[config.mk]
export PLATFORM = sky130hd
export DESIGN_NAME = mem_access_unit
export DESIGN_NICKNAME = d
export VERILOG_FILES = /design/src/rtl/mem_access_unit.sv
export SDC_FILE = /design/constraint.sdc
export NUM_CORES = 1
export LEC_CHECK = 0
export ABC_AREA = 1
export BUFFER_PORTS_ARGS = -buffer_cell sky130_fd_sc_hd__buf_2
export CAP_MARGIN = 20
export CORE_MARGIN = 3
export CORE_UTILIZATION = 47
export DETAILED_ROUTE_END_ITERATION = 6
export GPL_TIMING_DRIVEN = 1
export PLACE_DENSITY = 0.84
export SKIP_LAST_GASP = 1
export SLEW_MARGIN = 5
export SYNTH_ARGS = -nofsm -noshare
export SYNTH_HDL_FRONTEND = slang
export SYNTH_SLANG_ARGS = --single-unit
[constraint.sdc]
create_clock -name clk -period 1.6 [get_ports clk]
set_input_delay 0.24 -clock clk [delete_from_list [all_inputs] [get_ports clk]]
set_output_delay 0.24 -clock clk [all_outputs]
set_load 0.02 [all_outputs]
[src/rtl/mem_access_unit.sv]
// ----------------------------------------------------------------------------
// mem_access_unit
//
// Initiator side of the byte-cell data memory interface. Takes one word-wide
// load or store from the datapath over a valid/ready handshake. It then issues
// two byte accesses to the memory in big-endian order: the high byte at addr
// and the low byte at addr+1. The +1 wraps modulo 2^ADDR_LEN. For every
// accepted request it returns a one-cycle completion strobe. The strobe carries
// an error flag when the memory stops acknowledging for ACK_TIMEOUT cycles in a
// single byte phase.
//
// Optional build macro:
//   MISALIGN_TRAP_EN  When defined, a request at an odd address is accepted
//                     but never reaches the memory. It completes on the next
//                     cycle with resp_err=1.
//
// Ports:
//   clk         in   clock, rising edge
//   rst         in   synchronous active-high reset
//   req_valid   in   datapath request present
//   req_ready   out  unit can accept a request (IDLE only)
//   req_we      in   1 = store, 0 = load
//   req_addr    in   byte address of the word
//   req_wdata   in   store data
//   resp_valid  out  one-cycle completion strobe
//   resp_rdata  out  load result (updated only by a successful load)
//   resp_err    out  qualifies resp_valid: access aborted
//   mem_req     out  byte access active
//   mem_we      out  byte write
//   mem_addr    out  byte address
//   mem_wdata   out  byte to write
//   mem_rdata   in   byte read
//   mem_ack     in   memory completes the current byte access this cycle
// ----------------------------------------------------------------------------
module mem_access_unit #(
    parameter int ADDR_LEN    = 16,
    parameter int WORD_LEN    = 16,
    parameter int CELL_LEN    = 8,
    parameter int ACK_TIMEOUT = 15
) (
    input  logic                clk,
    input  logic                rst,
    input  logic                req_valid,
    output logic                req_ready,
    input  logic                req_we,
    input  logic [ADDR_LEN-1:0] req_addr,
    input  logic [WORD_LEN-1:0] req_wdata,
    output logic                resp_valid,
    output logic [WORD_LEN-1:0] resp_rdata,
    output logic                resp_err,
    output logic                mem_req,
    output logic                mem_we,
    output logic [ADDR_LEN-1:0] mem_addr,
    output logic [CELL_LEN-1:0] mem_wdata,
    input  logic [CELL_LEN-1:0] mem_rdata,
    input  logic                mem_ack
);

    // The wait counter only needs to reach ACK_TIMEOUT-1. A phase whose counter
    // is at that value and still sees no ack has waited ACK_TIMEOUT cycles.
    localparam int CNT_W = (ACK_TIMEOUT > 1) ? $clog2(ACK_TIMEOUT) : 1;
    localparam logic [CNT_W-1:0] CNT_LAST = CNT_W'(ACK_TIMEOUT - 1);

    typedef enum logic [1:0] {
        S_IDLE = 2'd0,
        S_HI   = 2'd1,
        S_LO   = 2'd2,
        S_DONE = 2'd3
    } state_t;

    state_t r_state;
    state_t w_state_next;

    logic                r_we;
    logic [ADDR_LEN-1:0] r_addr;
    logic [WORD_LEN-1:0] r_wdata;
    logic [CELL_LEN-1:0] r_hi;      // high byte of a load in progress
    logic [WORD_LEN-1:0] r_rdata;   // last successfully loaded word
    logic                r_err;
    logic [CNT_W-1:0]    r_cnt;

    logic                w_last_wait;
    logic                w_misalign;
    logic [ADDR_LEN-1:0] w_addr_lo;

    assign w_last_wait = (r_cnt == CNT_LAST);
    assign w_addr_lo   = r_addr + ADDR_LEN'(1);

`ifdef MISALIGN_TRAP_EN
    assign w_misalign = req_addr[0];
`else
    assign w_misalign = 1'b0;
`endif

    // ------------------------------------------------------------------
    // State register
    // ------------------------------------------------------------------
    always_ff @(posedge clk) begin
        if (rst) begin
            r_state <= S_IDLE;
        end else begin
            r_state <= w_state_next;
        end
    end

    // ------------------------------------------------------------------
    // Next state and outputs. The outputs come from r_state and the
    // latched request only, so req_* never reaches mem_* in one cycle.
    // ------------------------------------------------------------------
    always_comb begin
        w_state_next = r_state;
        req_ready    = 1'b0;
        resp_valid   = 1'b0;
        resp_err     = 1'b0;
        resp_rdata   = r_rdata;
        mem_req      = 1'b0;
        mem_we       = 1'b0;
        mem_addr     = '0;
        mem_wdata    = '0;

        case (r_state)
            S_IDLE: begin
                req_ready = 1'b1;
                if (req_valid) begin
                    w_state_next = w_misalign ? S_DONE : S_HI;
                end
            end
            S_HI: begin
                mem_req   = 1'b1;
                mem_we    = r_we;
                mem_addr  = r_addr;
                mem_wdata = r_wdata[WORD_LEN-1:CELL_LEN];
                if (mem_ack) begin
                    w_state_next = S_LO;
                end else if (w_last_wait) begin
                    w_state_next = S_DONE;
                end
            end
            S_LO: begin
                mem_req   = 1'b1;
                mem_we    = r_we;
                mem_addr  = w_addr_lo;
                mem_wdata = r_wdata[CELL_LEN-1:0];
                if (mem_ack || w_last_wait) begin
                    w_state_next = S_DONE;
                end
            end
            S_DONE: begin
                resp_valid   = 1'b1;
                resp_err     = r_err;
                w_state_next = S_IDLE;
            end
            default: begin
                w_state_next = S_IDLE;
            end
        endcase
    end

    // ------------------------------------------------------------------
    // Request latch, read assembly, error flag and ack wait counter.
    // r_err is set when a request is accepted (misaligned trap) or when a
    // phase times out. Its value matters only in DONE.
    // ------------------------------------------------------------------
    always_ff @(posedge clk) begin
        if (rst) begin
            r_we    <= 1'b0;
            r_addr  <= '0;
            r_wdata <= '0;
            r_hi    <= '0;
            r_rdata <= '0;
            r_err   <= 1'b0;
            r_cnt   <= '0;
        end else begin
            case (r_state)
                S_IDLE: begin
                    r_cnt <= '0;
                    if (req_valid) begin
                        r_we    <= req_we;
                        r_addr  <= req_addr;
                        r_wdata <= req_wdata;
                        r_err   <= w_misalign;
                    end
                end
                S_HI: begin
                    if (mem_ack) begin
                        if (!r_we) begin
                            r_hi <= mem_rdata;
                        end
                        r_cnt <= '0;
                    end else if (w_last_wait) begin
                        r_err <= 1'b1;
                        r_cnt <= '0;
                    end else begin
                        r_cnt <= r_cnt + CNT_W'(1);
                    end
                end
                S_LO: begin
                    if (mem_ack) begin
                        // Commit the whole word only when both bytes arrived,
                        // so an aborted load leaves resp_rdata untouched.
                        if (!r_we) begin
                            r_rdata <= {r_hi, mem_rdata};
                        end
                        r_cnt <= '0;
                    end else if (w_last_wait) begin
                        r_err <= 1'b1;
                        r_cnt <= '0;
                    end else begin
                        r_cnt <= r_cnt + CNT_W'(1);
                    end
                end
                default: begin
                    r_cnt <= '0;
                end
            endcase
        end
    end

endmodule

==> flow_summary.ini, run 1 <==
[logic_synthesis]
ys.flop_type = dfxtp_1
syn-num-nets = 495
syn_area_mm2 = 0.00307
yosysSeqAreaShare_pct = 41.7
synth_cells = 443
ys_seq_elements = 64
synth_top_cell_area_share_pct = 41.7
yosysMostFrequentCell = nand2_1
async_flop_share_pct = 0
yosysUniqueCellTypes = 29
avgSynthCellArea_um2 = 6.94
yosys-top-cells-area = dfxtp_1 42%, a21oi_1 9.6%, o21ai_0 9.6%
ys.warnings.count = 0
synth_edf_count = 0
yosys.area.top_type = dfxtp_1
synth_common_cells = 70 x nand2_1, 64 x dfxtp_1, 62 x nor2_1

[drt]
vias = 3731
drcViolationCount = 0
drt-vias-per-instance = 5.74
wl_per_cell_um = 18.1
routed_wl_um = 11700
dr.pass1.iters = 6
drt_iter0_markers = 358
drtAntennaViolNets = 0

[worst_setup_path]
reg2reg_to = r_addr[11]
arrival_ps = 1810
start_kind = register
path_class = reg -> out
critPathLaunch = r_addr[1]
timing.rr.start = r_state[1]
rrSetupSlack_ps = -110
crit_fanout = 2
reg2reg_depth = 6
cp-endpoint = mem_addr[4]
required_ps = 1360
end_kind = primary output

[layout]
syn_to_final_growth_pct = 53.4
layout-drive-gt1-share_pct = 41.4
fin_area_mm2 = 0.00471
n_fill_cell = 393
final_util_pct = 76.9
stdcell_count = 650
diodes = 0
final_net_count = 626

[timing]
rsz0062_at_grt = yes
tns_ps = -9070
slew_viol_final = 0
relSlewSlack_pct = 68.0
setup_viol = 37
hold_slack_ps = 97.8
max_freq_ghz = 0.488
fin_crit_sh_pct = 128
final-hold-violation-count = 0
final.setup.worst_slack_ps = -450
min_period_ps = 2050
finalClockSkew_ps = 10.5
worst_pin_slew_ps = 477

[grt]
first_global_vias = 3345
grt.total_usage_pct = 26.0
gr-total-overflow = 0
grt_max_degree = 35
antenna_found_initial = 0
grt_pass1_wl_um = 15600

[worst_hold_path]
hold_class = in -> reg

[die]
die_h_um = 86.9
die_area_mm2 = 0.00755
initial_core_util_pct = 50.1
ios = 90
core_area_mm2 = 0.00613
rows = 28
dieWidth_um = 86.9

[clocking]
clk_pin_slew_ps = 70
cts_buffer_depth = 2
cts_tree = done
clock_latency_ps = 340
cts_made_buffers = 9
cts_root_buf = clkbuf_8
htreeDepth = 3
cts.sinks = 64

[pwr]
switchingPower_mw = 3.36
p_per_area_mw_per_mm2 = 1710
internal_power_mw = 4.70
peakVddDrop_mv = 1.29
combinationalPowerShare_pct = 53.7
netSwitchingFraction_pct = 41.7
p_leak_nw = 1.98
clock_power_share_pct = 16.9
power.total_mw = 8.06
pwr-share-seq_pct = 29.4

[place]
placed_area_mm2 = 0.00390
globalplace.congestion = 0.860
port_buffers = 89
dp_slack_ps = -76.2
hpwl_um = 6050
placed_cells = 613

[outcome]
status = finished with violations
violations = negative setup slack

[job]
max_cap_violations = 0
[what timing repair did]
action | 4_1_cts | 5_1_grt
hold buffers | 0 | 0
buffers inserted | 12 | 12
gates resized for setup | 73 | 61
setup endpoints to repair | 26 | 36
gates cloned | 2 | 1
pin swaps | 9 | 20
[flip-flops by register name, indices dropped and copies added (netlist names)]
name        flops
r_state         2
r_err           1
r_we            1
r_cnt           4
r_hi            8
resp_rdata     16
r_wdata        16
r_addr         16
[cell usage in the layout (no fill, tap or decap), drive strengths merged]
master	netlist	final
a21oi	61	61
o211ai	1	1
xnor2	1	1
xor2	1	1
clkinvlp	0	3
a221oi	1	1
nand3	18	18
nand3b	1	1
bufinv	0	1
nand2	75	75
dfxtp	64	64
ha	7	7
nand4	1	1
buf	10	142
a211oi	1	1
nor3	2	2
inv	51	49
o21ai	66	66
nor2	68	68
clkbuf	13	11
o211a	1	1
[per-layer routing]
layer,GRT usage (%),share of wire [%],vias up
met4,11.5,4.4,0
met2,42.9,50,227
met1,31.0,38,1763
met5,0,0,-
met3,8.04,7.8,48
li1,-,-,1693
[cell families after synthesis]
logic type               Yosys count  synth area share, %
AO/OA/AOI/OAI                    131                 22.0
XOR/XNOR                           2                0.570
adder cells (fa/ha/maj)            7                 2.85
buffers and inverters             74                 9.85
flip-flops                        64                 41.7
AND/OR/NAND/NOR                  165                 23.0
[power groups by stage]
| stage | Combinational, mW | Sequential, mW | Clock, mW |
|---|---|---|---|
| 6_report | 4.33 | 2.37 | 1.36 |
| 5_1_grt | 4.58 | 2.40 | 1.44 |
| 4_1_cts | 3.62 | 2.27 | 1.36 |
| 3_5_place_dp | 2.84 | 2.28 | 0 |
| 3_3_place_gp | 2.75 | 2.26 | 0 |
| 2_1_floorplan | 1.80 | 2.32 | 0 |
[cell type report]
cell class              count  area (µm²)  area share [%]
well taps                  75        93.8            1.99
clock inverters             1        30.0           0.637
inverters                  51         206            4.38
flip-flops and latches     64        1300            27.6
repair inverters            1        5.00           0.106
clock buffers              11         151            3.21
repair buffers            142        1100            23.3
multi-input cells         305        1830            38.7
[how the worst min path moves through the flow]
stage / from / end / cells past startpoint
3_3_place_gp: r_hi[5] / r_hi[5] / 2
4_1_cts: rst / r_state[1] / 2
3_5_place_dp: r_hi[0] / r_hi[0] / 2
5_1_grt: rst / r_state[1] / 2
2_1_floorplan: rst / r_state[0] / 1
6_report: rst / r_state[0] / 2
[worst max-delay path: stages, from the launching register on]
cell and delay (ps):
dfxtp_4 380, ha_4 180, buf_4 140, nand2_1 130, o21ai_0 140, a221oi_2 300, buf_4 200
Note: power is estimated with default switching activity, not from simulation.
==> run 2, diff against run 1 <==
Settings changed: ABC_AREA 1 to unset.
==> flow_summary.ini, run 2 <==
[layout]
layout-drive-gt1-share_pct = 43.6
layout_common_cells = 121 x nand2_1, 65 x buf_2, 63 x buf_4
n_fill_cell = 402
diodes = 0
stdcell_count = 616
final_net_count = 588
final_common_cell = nand2_1
final_util_pct = 76.8
syn_to_final_growth_pct = 53.8

[logic_synthesis]
async_flop_share_pct = 0
syn-num-nets = 458
ys.warnings.count = 0
synth_top_cell_area_share_pct = 42.1
ys_seq_elements = 64
yosysMostFrequentCell = nand2_1
syn_area_mm2 = 0.00305
synth_edf_count = 0
synth_common_cells = 124 x nand2_1, 64 x dfxtp_1, 61 x a21oi_1
avgSynthCellArea_um2 = 7.50
synth_cells = 406
yosys-top-cells-area = dfxtp_1 42%, nand2_1 15%, a21oi_1 10%
ys.flop_type = dfxtp_1
yosysSeqAreaShare_pct = 42.1
yosys.area.top_type = dfxtp_1
yosysUniqueCellTypes = 52

[worst_setup_path]
crit_fanout = 7
crit_slowest_cell = dfxtp_4
worstSetupPathDepth = 7
start_kind = register
path_class = reg -> out
cpLargestDelayFamily = compound AO/OA/AOI/OAI gates
required_ps = 1360
crit_buf_inv = 2
reg2reg_depth = 10
end_kind = primary output
slowest_delay_ps = 380
arrival_ps = 1850
worstPathCellList = inv_4 -> ha_4 -> and2_4 -> o21ai_1 -> a41oi_1 -> o21bai_4 -> buf_6

[clocking]
cts_root_buf = clkbuf_8
cts_buffer_depth = 2
hold_buffers = 0
clock_latency_ps = 350
cts_tree = done
htreeDepth = 3
cts_made_buffers = 9
cts.sinks = 64
clk_pin_slew_ps = 80

[timing]
worst_pin_slew_ps = 413
slew_viol_final = 0
max_freq_ghz = 0.479
fin_crit_sh_pct = 131
rsz0062_at_grt = yes
finalClockSkew_ps = 11.7
final-hold-violation-count = 0
final.setup.worst_slack_ps = -489
setup_viol = 42
relSlewSlack_pct = 72.4
min_period_ps = 2090

[pwr]
p_per_area_mw_per_mm2 = 1550
internal_power_mw = 4.50
switchingPower_mw = 2.78
netSwitchingFraction_pct = 38.2
peakVddDrop_mv = 1.18
p_leak_nw = 1.98
pwr-share-seq_pct = 28.6
clock_power_share_pct = 21.7
combinationalPowerShare_pct = 49.8

[die]
rows = 28
dieWidth_um = 86.5
initial_core_util_pct = 50.0
ios = 90
core_area_mm2 = 0.00610
die_area_mm2 = 0.00748
die_h_um = 86.5

[place]
placed_cells = 587
globalplace.congestion = 0.830
hpwl_um = 6190
port_buffers = 89

[drt]
routed_wl_um = 10200
drt-vias-per-instance = 5.73
dr.pass1.iters = 5
drtAntennaViolNets = 0
drt_iter0_markers = 194
wl_per_cell_um = 16.5
drcViolationCount = 0
vias = 3532

[grt]
grt_pass1_wl_um = 14600
grt.total_usage_pct = 24.3
gr-total-overflow = 0
first_global_vias = 3228
grt_max_degree = 24
antenna_found_initial = 0

[outcome]
violations = negative setup slack
status = finished with violations

[worst_hold_path]
hold_class = in -> reg
worstHoldPathCells = 3

[job]
max_cap_violations = 0
## run 2: cell count changes in the layout (fill, tap and decap cells not counted), moves of 10 or more
cell / previous run / this run
nand2_2: 12 / 2
a21oi_1: 41 / 60
nand2_1: 59 / 121
o21ai_0: 56 / 7
inv_1: 41 / 3
buf_4: 42 / 63
a21oi_4: 10 / 0
buf_6: 33 / 17
nor2_1: 57 / 8
## run 2: timing repair
action / CTS / global route
setup endpoints to repair: 27 / 29
buffers inserted: 8 / 6
pin swaps: 12 / 12
gates resized for setup: 47 / 45
## run 2: through the flow
stage	setup slack [ps]	hold slack (ps)	instance area [µm²]	total power [mW]	TNS (ps)
6_report	-489	118	4680	7.28	-10030
5_1_grt	-536	126	4680	7.62	-13100
4_1_cts	-448	109	4480	6.84	-9130
3_5_place_dp	-125	444	4010	4.74	-917
3_3_place_gp	-75.9	440	4010	4.67	-612
2_1_floorplan	-56.8	366	3290	3.85	-138
## run 2: worst paths after layout
check / startpoint / slack (ps) / endpoint
setup / recovery: r_state[1] / -490 / mem_addr[14]
hold / removal: req_addr[4] / 120 / r_addr[4]
setup reg to reg: r_state[0] / -100 / resp_rdata[15]
hold reg to reg: resp_rdata[0] / 450 / resp_rdata[0]
## run 2: worst min-delay path, stage by stage
cell	delay [ps]
buf_2	90
nand2_1	40
a21oi_1	50
## run 2: cell families (layout without fill, tap and decap cells)
logic type / after synthesis / in the layout / share of synthesized area, %
flops: 64 / 64 / 42.1
simple gates: 185 / 185 / 27.1
xor+xnor: 3 / 3 / 0.863
mux: 1 / 1 / 0.329
fa+ha+maj: 7 / 7 / 2.88
buf+inv: 37 / 172 / 5.71
compound gates: 109 / 109 / 21.1
## run 2: final cells by class
class	instances	area (µm²)	share of cell area, %
clock buffer	11	174	3.71
clock inverter	5	58.8	1.26
inverter	6	30.0	0.641
multi-input combinational	305	1940	41.4
sequential	64	1300	27.8
tap	75	93.8	2.00
timing repair buffer	150	1080	23.2
## run 2: power by group through the flow
stage	clock (mW)	sequential (mW)	combinational, mW
floorplan	0	2.13	1.73
global placement	0	2.07	2.60
detailed placement	0	2.08	2.66
CTS	1.59	2.05	3.20
global route	1.67	2.10	3.85
finish	1.58	2.08	3.63
## run 2: layer usage
| layer | share of wire, % | up-vias | global-route usage (%) | wire length, µm |
|---|---|---|---|---|
| met3 | 5.7 | 40 | 4.09 | 579 |
| met5 | 0 | - | 0 | 0 |
| met4 | 4.1 | 0 | 13.6 | 417 |
| met2 | 50 | 145 | 41.9 | 5100 |
| met1 | 40 | 1696 | 28.5 | 4050 |
| li1 | - | 1651 | - | - |
